`config.mk`:
```
export PLATFORM = sky130hd
export DESIGN_NAME = fleet_placer_flat
export DESIGN_NICKNAME = d
export VERILOG_FILES = /design/src/rtl/fleet_placer_if.sv /design/src/rtl/fleet_placer.sv /design/src/flat_wrapper.sv
export SDC_FILE = /design/constraint.sdc
export NUM_CORES = 1
export LEC_CHECK = 0
export ABC_AREA = 1
export CAP_MARGIN = 10
export CORE_ASPECT_RATIO = 1.1
export CORE_MARGIN = 10
export CORE_UTILIZATION = 35
export CTS_BUF_LIST = sky130_fd_sc_hd__clkbuf_8 sky130_fd_sc_hd__clkbuf_16
export DETAILED_ROUTE_END_ITERATION = 8
export GPL_TIMING_DRIVEN = 0
export PLACE_DENSITY = 0.7
export SLEW_MARGIN = 15
export SYNTH_ARGS = -nofsm -noshare
export SYNTH_HDL_FRONTEND = slang
export SYNTH_SLANG_ARGS = --single-unit
```
`constraint.sdc`:
```
create_clock -name clk -period 2.2 [get_ports clk]
set_clock_uncertainty 0.15 [all_clocks]
set_input_delay 0.44 -clock clk [delete_from_list [all_inputs] [get_ports clk]]
set_output_delay 0.44 -clock clk [all_outputs]
set_load 0.01 [all_outputs]
```
`src/rtl/fleet_placer_if.sv`:
```
// Bundle that connects the fleet placer to the player input, the validator and board memory.
// The master side is the surrounding game logic; the slave side is the placer.
interface fleet_placer_if #(
  parameter int COORD_W = 4
);
  logic               enable;
  logic               enter;
  logic               select;
  logic               mode;
  logic               val_done;
  logic               conflito;
  logic               valida;
  logic               grava;
  logic [2:0]         tipo;
  logic               jogador;
  logic [COORD_W-1:0] X1;
  logic [COORD_W-1:0] Y1;
  logic               direcao;
  logic [2:0]         orientacao;
  logic [5:0]         estado;
  logic               ready;

  modport master (
    output enable, enter, select, mode, val_done, conflito,
    input  valida, grava, tipo, jogador, X1, Y1, direcao, orientacao, estado, ready
  );

  modport slave (
    input  enable, enter, select, mode, val_done, conflito,
    output valida, grava, tipo, jogador, X1, Y1, direcao, orientacao, estado, ready
  );
endinterface

```
`src/rtl/fleet_placer.sv`:
```
// Ship-placement controller for Batalha Naval: steps each player through direction,
// orientation, X and Y for every ship, asks the validator for a conflict check and
// writes accepted ships to board memory. Raises ready once all fleets are placed.
module fleet_placer #(
  parameter int          BOARD    = 10,
  parameter int          COORD_W  = 4,
  parameter int          N_TYPES  = 5,
  parameter logic [31:0] COUNTS   = 32'h0001_1225,
  parameter int          N_ORIENT = 5
) (
  input logic           clk,
  input logic           reset,
  fleet_placer_if.slave bus
);

  localparam logic [2:0] S_IDLE   = 3'd0;
  localparam logic [2:0] S_DIR    = 3'd1;
  localparam logic [2:0] S_ORIENT = 3'd2;
  localparam logic [2:0] S_DEF_X  = 3'd3;
  localparam logic [2:0] S_DEF_Y  = 3'd4;
  localparam logic [2:0] S_CHECK  = 3'd5;
  localparam logic [2:0] S_STORE  = 3'd6;
  localparam logic [2:0] S_DONE   = 3'd7;

  localparam logic [COORD_W-1:0] COORD_MAX  = COORD_W'(BOARD - 1);
  localparam logic [2:0]         ORIENT_MAX = 3'(N_ORIENT - 1);

  logic [2:0]         state_reg;
  logic [3:0]         ship_cnt_reg;
  logic [2:0]         tipo_reg;
  logic               jogador_reg;
  logic               mode_reg;
  logic [COORD_W-1:0] x_reg;
  logic [COORD_W-1:0] y_reg;
  logic               direcao_reg;
  logic [2:0]         orient_reg;

  logic [3:0] cnt_of [N_TYPES];
  logic [3:0] cur_cnt;
  logic [2:0] tipo_next;
  logic       tipo_next_valid;
  logic       type_done;

  // Unpack the per-type ship counts.
  for (genvar gi = 0; gi < N_TYPES; gi++) begin : g_counts
    assign cnt_of[gi] = COUNTS[4*gi +: 4];
  end

  // Find the count of the current type and the next type with a non-zero count.
  always_comb begin
    cur_cnt         = 4'd0;
    tipo_next       = tipo_reg;
    tipo_next_valid = 1'b0;
    for (int t = N_TYPES - 1; t >= 0; t--) begin
      if (3'(t) == tipo_reg) begin
        cur_cnt = cnt_of[t];
      end
      if (3'(t) > tipo_reg && cnt_of[t] != 4'd0) begin
        tipo_next       = 3'(t);
        tipo_next_valid = 1'b1;
      end
    end
  end

  // A zero-count current type is treated as complete after one store so it never stalls.
  assign type_done = ({1'b0, ship_cnt_reg} + 5'd1) >= {1'b0, cur_cnt};

  // Placement state machine and field registers; enable low freezes everything.
  always_ff @(posedge clk or negedge reset) begin
    if (!reset) begin
      state_reg    <= S_IDLE;
      ship_cnt_reg <= 4'd0;
      tipo_reg     <= 3'd0;
      jogador_reg  <= 1'b0;
      mode_reg     <= 1'b0;
      x_reg        <= '0;
      y_reg        <= '0;
      direcao_reg  <= 1'b0;
      orient_reg   <= 3'd0;
    end else if (bus.enable) begin
      case (state_reg)
        S_IDLE: begin
          mode_reg  <= bus.mode;
          state_reg <= S_DIR;
        end
        S_DIR: begin
          if (bus.enter)       state_reg   <= S_ORIENT;
          else if (bus.select) direcao_reg <= ~direcao_reg;
        end
        S_ORIENT: begin
          if (bus.enter)       state_reg  <= S_DEF_X;
          else if (bus.select) orient_reg <= (orient_reg == ORIENT_MAX) ? 3'd0 : orient_reg + 3'd1;
        end
        S_DEF_X: begin
          if (bus.enter)       state_reg <= S_DEF_Y;
          else if (bus.select) x_reg     <= (x_reg == COORD_MAX) ? '0 : x_reg + 1'b1;
        end
        S_DEF_Y: begin
          if (bus.enter)       state_reg <= S_CHECK;
          else if (bus.select) y_reg     <= (y_reg == COORD_MAX) ? '0 : y_reg + 1'b1;
        end
        S_CHECK: begin
          if (bus.val_done) state_reg <= bus.conflito ? S_DEF_X : S_STORE;
        end
        S_STORE: begin
          state_reg <= S_DIR;
          if (!type_done) begin
            ship_cnt_reg <= ship_cnt_reg + 4'd1;
          end else begin
            ship_cnt_reg <= 4'd0;
            if (tipo_next_valid) begin
              tipo_reg <= tipo_next;
            end else if (!jogador_reg && mode_reg) begin
              jogador_reg <= 1'b1;
              tipo_reg    <= 3'd0;
            end else begin
              state_reg <= S_DONE;
            end
          end
        end
        default: state_reg <= state_reg;
      endcase
    end
  end

  // One-hot state indication: bit gi marks state code gi+1 (DIR..STORE).
  for (genvar gi = 0; gi < 6; gi++) begin : g_estado
    assign bus.estado[gi] = (state_reg == 3'(gi + 1));
  end

  assign bus.valida     = (state_reg == S_CHECK);
  assign bus.grava      = (state_reg == S_STORE);
  assign bus.ready      = (state_reg == S_DONE);
  assign bus.tipo       = tipo_reg;
  assign bus.jogador    = jogador_reg;
  assign bus.X1         = x_reg;
  assign bus.Y1         = y_reg;
  assign bus.direcao    = direcao_reg;
  assign bus.orientacao = orient_reg;

endmodule

```
`src/flat_wrapper.sv`:
```
// flat-port wrapper written by rule: the top's interface ports become plain ports
module fleet_placer_flat 
#(
  parameter int          BOARD    = 10,
  parameter int          COORD_W  = 4,
  parameter int          N_TYPES  = 5,
  parameter logic [31:0] COUNTS   = 32'h0001_1225,
  parameter int          N_ORIENT = 5
)
  (clk, reset, bus_enable, bus_enter, bus_select, bus_mode, bus_val_done, bus_conflito, bus_valida, bus_grava, bus_tipo, bus_jogador, bus_X1, bus_Y1, bus_direcao, bus_orientacao, bus_estado, bus_ready);
  fleet_placer_if #(.COORD_W(COORD_W)) bus_i ();
  input logic clk;
  input logic reset;
  input wire logic [$bits(bus_i.enable)-1:0] bus_enable;
  input wire logic [$bits(bus_i.enter)-1:0] bus_enter;
  input wire logic [$bits(bus_i.select)-1:0] bus_select;
  input wire logic [$bits(bus_i.mode)-1:0] bus_mode;
  input wire logic [$bits(bus_i.val_done)-1:0] bus_val_done;
  input wire logic [$bits(bus_i.conflito)-1:0] bus_conflito;
  output wire logic [$bits(bus_i.valida)-1:0] bus_valida;
  output wire logic [$bits(bus_i.grava)-1:0] bus_grava;
  output wire logic [$bits(bus_i.tipo)-1:0] bus_tipo;
  output wire logic [$bits(bus_i.jogador)-1:0] bus_jogador;
  output wire logic [$bits(bus_i.X1)-1:0] bus_X1;
  output wire logic [$bits(bus_i.Y1)-1:0] bus_Y1;
  output wire logic [$bits(bus_i.direcao)-1:0] bus_direcao;
  output wire logic [$bits(bus_i.orientacao)-1:0] bus_orientacao;
  output wire logic [$bits(bus_i.estado)-1:0] bus_estado;
  output wire logic [$bits(bus_i.ready)-1:0] bus_ready;
  assign bus_i.enable = bus_enable;
  assign bus_i.enter = bus_enter;
  assign bus_i.select = bus_select;
  assign bus_i.mode = bus_mode;
  assign bus_i.val_done = bus_val_done;
  assign bus_i.conflito = bus_conflito;
  assign bus_valida = bus_i.valida;
  assign bus_grava = bus_i.grava;
  assign bus_tipo = bus_i.tipo;
  assign bus_jogador = bus_i.jogador;
  assign bus_X1 = bus_i.X1;
  assign bus_Y1 = bus_i.Y1;
  assign bus_direcao = bus_i.direcao;
  assign bus_orientacao = bus_i.orientacao;
  assign bus_estado = bus_i.estado;
  assign bus_ready = bus_i.ready;
  fleet_placer #(.BOARD(BOARD), .COORD_W(COORD_W), .N_TYPES(N_TYPES), .COUNTS(COUNTS), .N_ORIENT(N_ORIENT)) u_core (.clk(clk), .reset(reset), .bus(bus_i));
endmodule
```
==> impl_summary.txt, run 1 <==
----------------------------------------------------
[GRT]
  Number of global-route vias before repair ... 1224
  Initial antenna violation count ... 0
  Overall Global Routing Usage ... 8.91%
  Total congestion overflow after global routing ... 0
  Largest net degree at the start of global routing ... 25
  First-pass GRT wire length ... 5150 um

[Setup path]
  Category of the critical setup timing path ... reg -> out
  Largest stage delay on the critical path ... 520 ps
  Critical path depth in cells ... 4
  Number of buffers and inverters on the critical path ... 2
  Gate family responsible for the most delay along the worst path ... buffers and inverters
  Type of origin of the critical path ... register
  Depth of the worst register-to-register path ... 12
  Critical-path maximum fanout ... 5
  Signal arrival time at the worst endpoint ... 1560 ps
  CP max stage cell ... sky130_fd_sc_hd__clkdlybuf4s50_1
  Critical Path, Cell by Cell ... nand2_1 > nor2_2 > buf_4 > clkdlybuf4s50_1
  Endpoint class of the critical path ... output port
  Data required time at the worst endpoint ... 1610 ps

[Yosys]
  Number of distinct library cells after synthesis ... 25
  Flop and latch count out of synthesis ... 24
  Cell type contributing the most total cell area after synthesis ... sky130_fd_sc_hd__dfrtp_1
  Mean Syn Cell Area ... 7.58 um2
  Top-area cell type share of the netlist area ... 41.5%
  Yosys warnings ... 0
  Post-synth ARST share ... 100%
  Synth top cells by count ... sky130_fd_sc_hd__nand2_1, sky130_fd_sc_hd__inv_1, sky130_fd_sc_hd__dfrtp_1
  Mapped Cells ... 191
  Most repeated cell in the gate-level netlist after synthesis ... sky130_fd_sc_hd__nand2_1
  Synth Cell Area ... 1450 um2
  Post-synth EDFFs ... 0
  Top flip-flop cell by instance count after synthesis ... sky130_fd_sc_hd__dfrtp_1
  Area contributors post-synth ... sky130_fd_sc_hd__dfrtp_1, sky130_fd_sc_hd__nand2_1, sky130_fd_sc_hd__inv_1
  Post-synthesis sequential area ratio ... 41.5%
  Syn Nets ... 205

[Floorplanning]
  Placement Rows ... 24
  Number of top-level design ports ... 33
  Vertical die dimension ... 87.5 um
  Die area ... 7110 um2
  Core area ... 3990 um2
  Die width ... 81.3 um
  Initial Util ... 36.2%

[Timing]
  Clock period minus worst slack ... 2150 ps
  Final cycle utilization of the critical path ... 97.5%
  Count of endpoints failing setup in the final report ... 0
  Actual transition at the worst max-transition pin ... 547 ps
  Headroom to the max-slew limit ... 63.5%
  Maximum operating frequency ... 466 MHz
  Pins over their slew limit ... 0
  Final Hold Viols ... 0
  Setup total negative slack ... 0 ps

[Detailed routing]
  Routed wire per std cell ... 10.9 um
  Total number of vias ... 1276
  Number of DRC markers after the initial detailed-route iteration ... 53
  Post-route DRC ... 0
  First-pass iteration count of the detailed router ... 4
  Final wirelength ... 3080 um
  Drt via density ... 4.51
  Count of antenna-violating nets left after detailed routing ... 0

[CTS]
  Worst-Skew Late Latency ... 260 ps
  CTS buffer count ... 3
  CTS max path bufs ... 2
  Clock-pin slew on the worst setup and hold paths ... 80 ps
  Clock tree from TritonCTS ... yes
  Number of hold buffers added after CTS ... 0
  Clock sink total ... 24
  Number of levels in the clock H-tree ... 1
  Root Buffer ... sky130_fd_sc_hd__clkbuf_8

[Pwr]
  Maximum ir drop on the vdd rail ... 450 uV
  Power density normalized to cell area ... 1160 nW/um2
  Static leakage ... 0.998 nW

[Place]
  Buffers on Ports ... 32
  Detail Placement HPWL ... 2390 um
  Placer Congestion ... 0.853

[Finish]
  Layout-stage area growth over the synthesis result ... 32.7%
  Number of nets in the layout ... 247
  Filler cell count in the final layout ... 385
  Fin util ... 48.1%
  Number of antenna repair diodes ... 0
  Proportion of layout cells with a drive suffix above 1 ... 14.3%

[Min path]
  Class of the most critical hold timing path ... in -> async

[Flow run]
  Total of max-cap violations ... 0

[Status]
  Status ... finished clean

----------------------------------------------------
metal layers:
| layer | track usage, % | part of all wire [%] | up-vias | wire [um] |
|---|---|---|---|---|
| met5 | 0 | 0 | - | 0 |
| met4 | 2.52 | 0.62 | 0 | 19 |
| met3 | 3.51 | 6.4 | 2 | 198 |
| met2 | 14.6 | 46 | 20 | 1400 |
| met1 | 10.4 | 47 | 575 | 1460 |
| li1 | - | - | 679 | - |
final cells by class:
| cell class | instances | area (um2) | area share, % |
|---|---|---|---|
| Sequential cell | 24 | 603 | 31.4 |
| Buffer | 3 | 26.3 | 1.37 |
| Tap cell | 52 | 65.1 | 3.39 |
| Clock buffer | 3 | 41.3 | 2.15 |
| Inverter | 32 | 120 | 6.25 |
| Multi-Input combinational cell | 132 | 711 | 37.0 |
| Timing Repair Buffer | 37 | 354 | 18.4 |
metrics by stage:
| stage | hold slack [ps] | power (mW) | cells | area (um2) | worst slack [ps] |
|---|---|---|---|---|---|
| floorplan | -5.59 | 1.46 | 191 | 1450 | 354 |
| finish | 4.83 | 2.22 | 283 | 1920 | 54.1 |
| CTS | 337 | 2.22 | 281 | 1900 | 8.02 |
| detailed placement | 317 | 1.93 | 275 | 1830 | 133 |
| global placement | 314 | 1.92 | 275 | 1830 | 130 |
| global route | 45.1 | 2.44 | 283 | 1920 | -0.618 |
cell usage in the layout, fill, tap and decap left out, types with 6 or more instances in the layout:
cell | synthesis | routed
sky130_fd_sc_hd__nand2_1 | 51 | 50
sky130_fd_sc_hd__inv_1 | 31 | 31
sky130_fd_sc_hd__clkdlybuf4s50_1 | 0 | 26
sky130_fd_sc_hd__dfrtp_1 | 24 | 22
sky130_fd_sc_hd__nor2_1 | 16 | 15
sky130_fd_sc_hd__o21ai_0 | 10 | 10
sky130_fd_sc_hd__nand3_1 | 10 | 9
sky130_fd_sc_hd__nand4_1 | 8 | 8
sky130_fd_sc_hd__nor2_2 | 6 | 7
sky130_fd_sc_hd__buf_4 | 2 | 7
sky130_fd_sc_hd__ha_1 | 6 | 6
power breakdown:
| group | switching (mW) | internal [mW] |
|---|---|---|
| clock network | 0.132 | 0.122 |
| logic | 0.617 | 0.572 |
| registers | 0.176 | 0.604 |
| total | 0.925 | 1.30 |
worst paths after layout:
kind                                     start                      to  slack [ps]
setup / recovery           u_core.state_reg[0]           bus_estado[4]          50
hold / removal                           reset  u_core.ship_cnt_reg[0]           5
setup reg to reg            u_core.bus.tipo[0]      u_core.bus.tipo[0]         250
hold reg to reg             u_core.bus.jogador      u_core.bus.jogador         330
max in group asynchronous                reset     u_core.state_reg[2]        1500
min in group clk            u_core.bus.jogador      u_core.bus.jogador         330
logic make-up after synthesis:
family,after synthesis,share of synthesized area (%)
compound gates,18,6.91
xor+xnor,5,3.03
fa+ha+maj,6,5.19
buf+inv,35,10.1
flops,24,41.5
mux,1,0.778
simple gates,102,32.5
timing repair:
action,CTS,global route
endpoints found under the setup margin,7,8
pin swaps,0,0
gates resized for setup,7,3
endpoints found under the hold margin,0,0
buffers inserted,3,2
No activity file was read; power rests on OpenSTA's default activity.
==> run 2: changes to the inputs <==
- TNS_END_PERCENT: not set -> 10
==> impl_summary.txt, run 2 (synthesized netlist as in run 1, its figures left out) <==
----------------------------------------------------
[Flow run]
  Total of max-cap violations ... 0 (unchanged)

[Detailed routing]
  First-pass iteration count of the detailed router ... 4 (unchanged)
  Total number of vias ... 1259 (-1.3%)
  Post-route DRC ... 0 (unchanged)
  Routed wire per std cell ... 10.8 um (-0.48%)
  Number of DRC markers after the initial detailed-route iteration ... 38 (-28%)
  Count of antenna-violating nets left after detailed routing ... 0 (unchanged)
  Final wirelength ... 3020 um (-1.9%)
  Drt via density ... 4.51 (about the same)

[Floorplanning]
  Initial Util ... 36.2% (unchanged)
  Number of top-level design ports ... 33 (unchanged)
  Placement Rows ... 24 (unchanged)
  Die area ... 7110 um2 (unchanged)
  Core area ... 3990 um2 (unchanged)
  Vertical die dimension ... 87.5 um (unchanged)
  Die width ... 81.3 um (unchanged)

[Place]
  Buffers on Ports ... 32 (unchanged)
  Instance area after placement ... 1830 um2 (unchanged)
  DP Worst Slack ... 133 ps (unchanged)
  Inst Count DP ... 275 (unchanged)
  Detail Placement HPWL ... 2390 um (unchanged)
  Placer Congestion ... 0.853 (unchanged)

[Finish]
  Layout-stage area growth over the synthesis result ... 30.3%
  Most common cell after layout, fill and taps aside ... sky130_fd_sc_hd__nand2_1
  Number of antenna repair diodes ... 0 (unchanged)
  Fin util ... 47.2% (-0.85 points)
  Number of nets in the layout ... 243 (-1.6%)
  Finished Layout Cells ... 279 (-1.4%)
  Post-route standard cell area excluding fillers ... 1890 um2 (-1.8%)
  Proportion of layout cells with a drive suffix above 1 ... 12.8% (-1.5 points)
  Most frequent cells in the layout ... sky130_fd_sc_hd__nand2_1, sky130_fd_sc_hd__inv_1, sky130_fd_sc_hd__clkdlybuf4s50_1, sky130_fd_sc_hd__dfrtp_1, sky130_fd_sc_hd__nor2_1

[GRT]
  Total congestion overflow after global routing ... 0 (unchanged)
  Overall Global Routing Usage ... 8.85% (-0.063 points)
  Number of global-route vias before repair ... 1212 (-0.98%)
  Largest net degree at the start of global routing ... 25 (unchanged)
  Initial antenna violation count ... 0 (unchanged)
  First-pass GRT wire length ... 5110 um (-0.81%)

[Setup path]
  Category of the critical setup timing path ... reg -> out
  Timing endpoint of the critical path ... bus_estado[4]
  Reg-to-Reg End ... u_core.bus.tipo[0]
  Startpoint of the most critical setup path ... u_core.state_reg[2]
  Endpoint class of the critical path ... output port
  R2r startpoint ... u_core.bus.tipo[0]
  Depth of the worst register-to-register path ... 12 (unchanged)
  Signal arrival time at the worst endpoint ... 1600 ps (+40 ps)
  Type of origin of the critical path ... register
  Register-to-Register Setup Slack ... 250 ps (about the same)
  Critical-path maximum fanout ... 6 (+1)
  Data required time at the worst endpoint ... 1610 ps (about the same)

[Timing]
  Clock period minus worst slack ... 2190 ps (+40.1 ps)
  Count of endpoints failing setup in the final report ... 0 (unchanged)
  Post-route worst setup slack ... 14.0 ps (-40.1 ps)
  Final Hold Viols ... 0 (unchanged)
  Maximum operating frequency ... 457 MHz (-1.8%)
  Setup repair after global routing missed its margin ... yes
  Pins over their slew limit ... 0 (unchanged)
  Actual transition at the worst max-transition pin ... 547 ps (-0.393 ps)
  Headroom to the max-slew limit ... 63.5% (about the same)
  Final cycle utilization of the critical path ... 99.4% (+1.8 points)

[CTS]
  Worst-Skew Late Latency ... 260 ps (about the same)
  CTS buffer count ... 3 (unchanged)
  Number of levels in the clock H-tree ... 1 (unchanged)
  Root Buffer ... sky130_fd_sc_hd__clkbuf_8
  Clock tree from TritonCTS ... yes
  Clock sink total ... 24 (unchanged)
  Clock-pin slew on the worst setup and hold paths ... 80 ps (about the same)
  CTS max path bufs ... 2 (unchanged)

[Min path]
  Class of the most critical hold timing path ... in -> async

[Pwr]
  Maximum ir drop on the vdd rail ... 446 uV (-0.85%)
  Static leakage ... 0.965 nW (-3.2%)
  Power density normalized to cell area ... 1150 nW/um2 (-0.40%)

[Status]
  Status ... finished clean

----------------------------------------------------
==> run 2: cell count changes in the layout (fill, tap and decap cells not counted) <==
cell / delta
sky130_fd_sc_hd__buf_4: -4
sky130_fd_sc_hd__dlygate4sd2_1: +1
sky130_fd_sc_hd__dlymetal6s2s_1: -1
==> run 2: worst max-delay path: stages, from the launching register on <==
cell	delay [ps]
sky130_fd_sc_hd__dfrtp_2	430
sky130_fd_sc_hd__nand2_1	140
sky130_fd_sc_hd__nor2_2	130
sky130_fd_sc_hd__buf_4	110
sky130_fd_sc_hd__clkdlybuf4s50_1	520
==> run 2: final cells by class <==
class | count | area (um2)
Buffer | 3 | 26.3
Clock buffer | 3 | 41.3
Fill cell | 390 | 2110
Inverter | 32 | 120
Multi-Input combinational cell | 132 | 711
Sequential cell | 24 | 603
Tap cell | 52 | 65.1
Timing Repair Buffer | 33 | 320
==> run 2: how the worst min path moves through the flow <==
stage	start	to	slack [ps]
3_3_place_gp	u_core.bus.jogador	u_core.bus.jogador	310
5_1_grt	reset	u_core.ship_cnt_reg[0]	50
6_report	reset	u_core.ship_cnt_reg[0]	5
2_1_floorplan	reset	u_core.bus.X1[0]	-6
3_5_place_dp	u_core.bus.jogador	u_core.bus.jogador	320
4_1_cts	u_core.bus.jogador	u_core.bus.jogador	340
==> run 2: metrics by stage <==
| step | TNS [ps] | total power, mW | hold slack, ps |
|---|---|---|---|
| after global routing | -70.9 | 2.39 | 45.1 |
| after detailed placement | 0 | 1.93 | 317 |
| after CTS | -3.74 | 2.20 | 337 |
| final | 0 | 2.18 | 5.18 |
| after floorplan | 0 | 1.46 | -5.59 |
| after global placement | 0 | 1.92 | 314 |
==> run 2: routing by layer <==
layer	wire length (um)	vias up	GRT usage, %	part of all wire, %
li1	-	672	-	-
met1	1440	565	10.3	48
met2	1360	20	14.4	45
met3	199	2	3.62	6.6
met4	19	0	2.68	0.63
met5	0	-	0	0
==> run 2: timing repair <==
item | CTS | global route
pin swaps | 0 | 0
gates cloned | 0 | 0
hold buffers | 0 | 0
setup endpoints to repair | 7 | 8
buffers inserted | 1 | 0
gates resized for setup | 8 | 2
==> run 2: power breakdown <==
part	internal, mW	switching [mW]
clock network	0.122	0.132
logic	0.535	0.599
registers	0.604	0.183
total	1.26	0.914
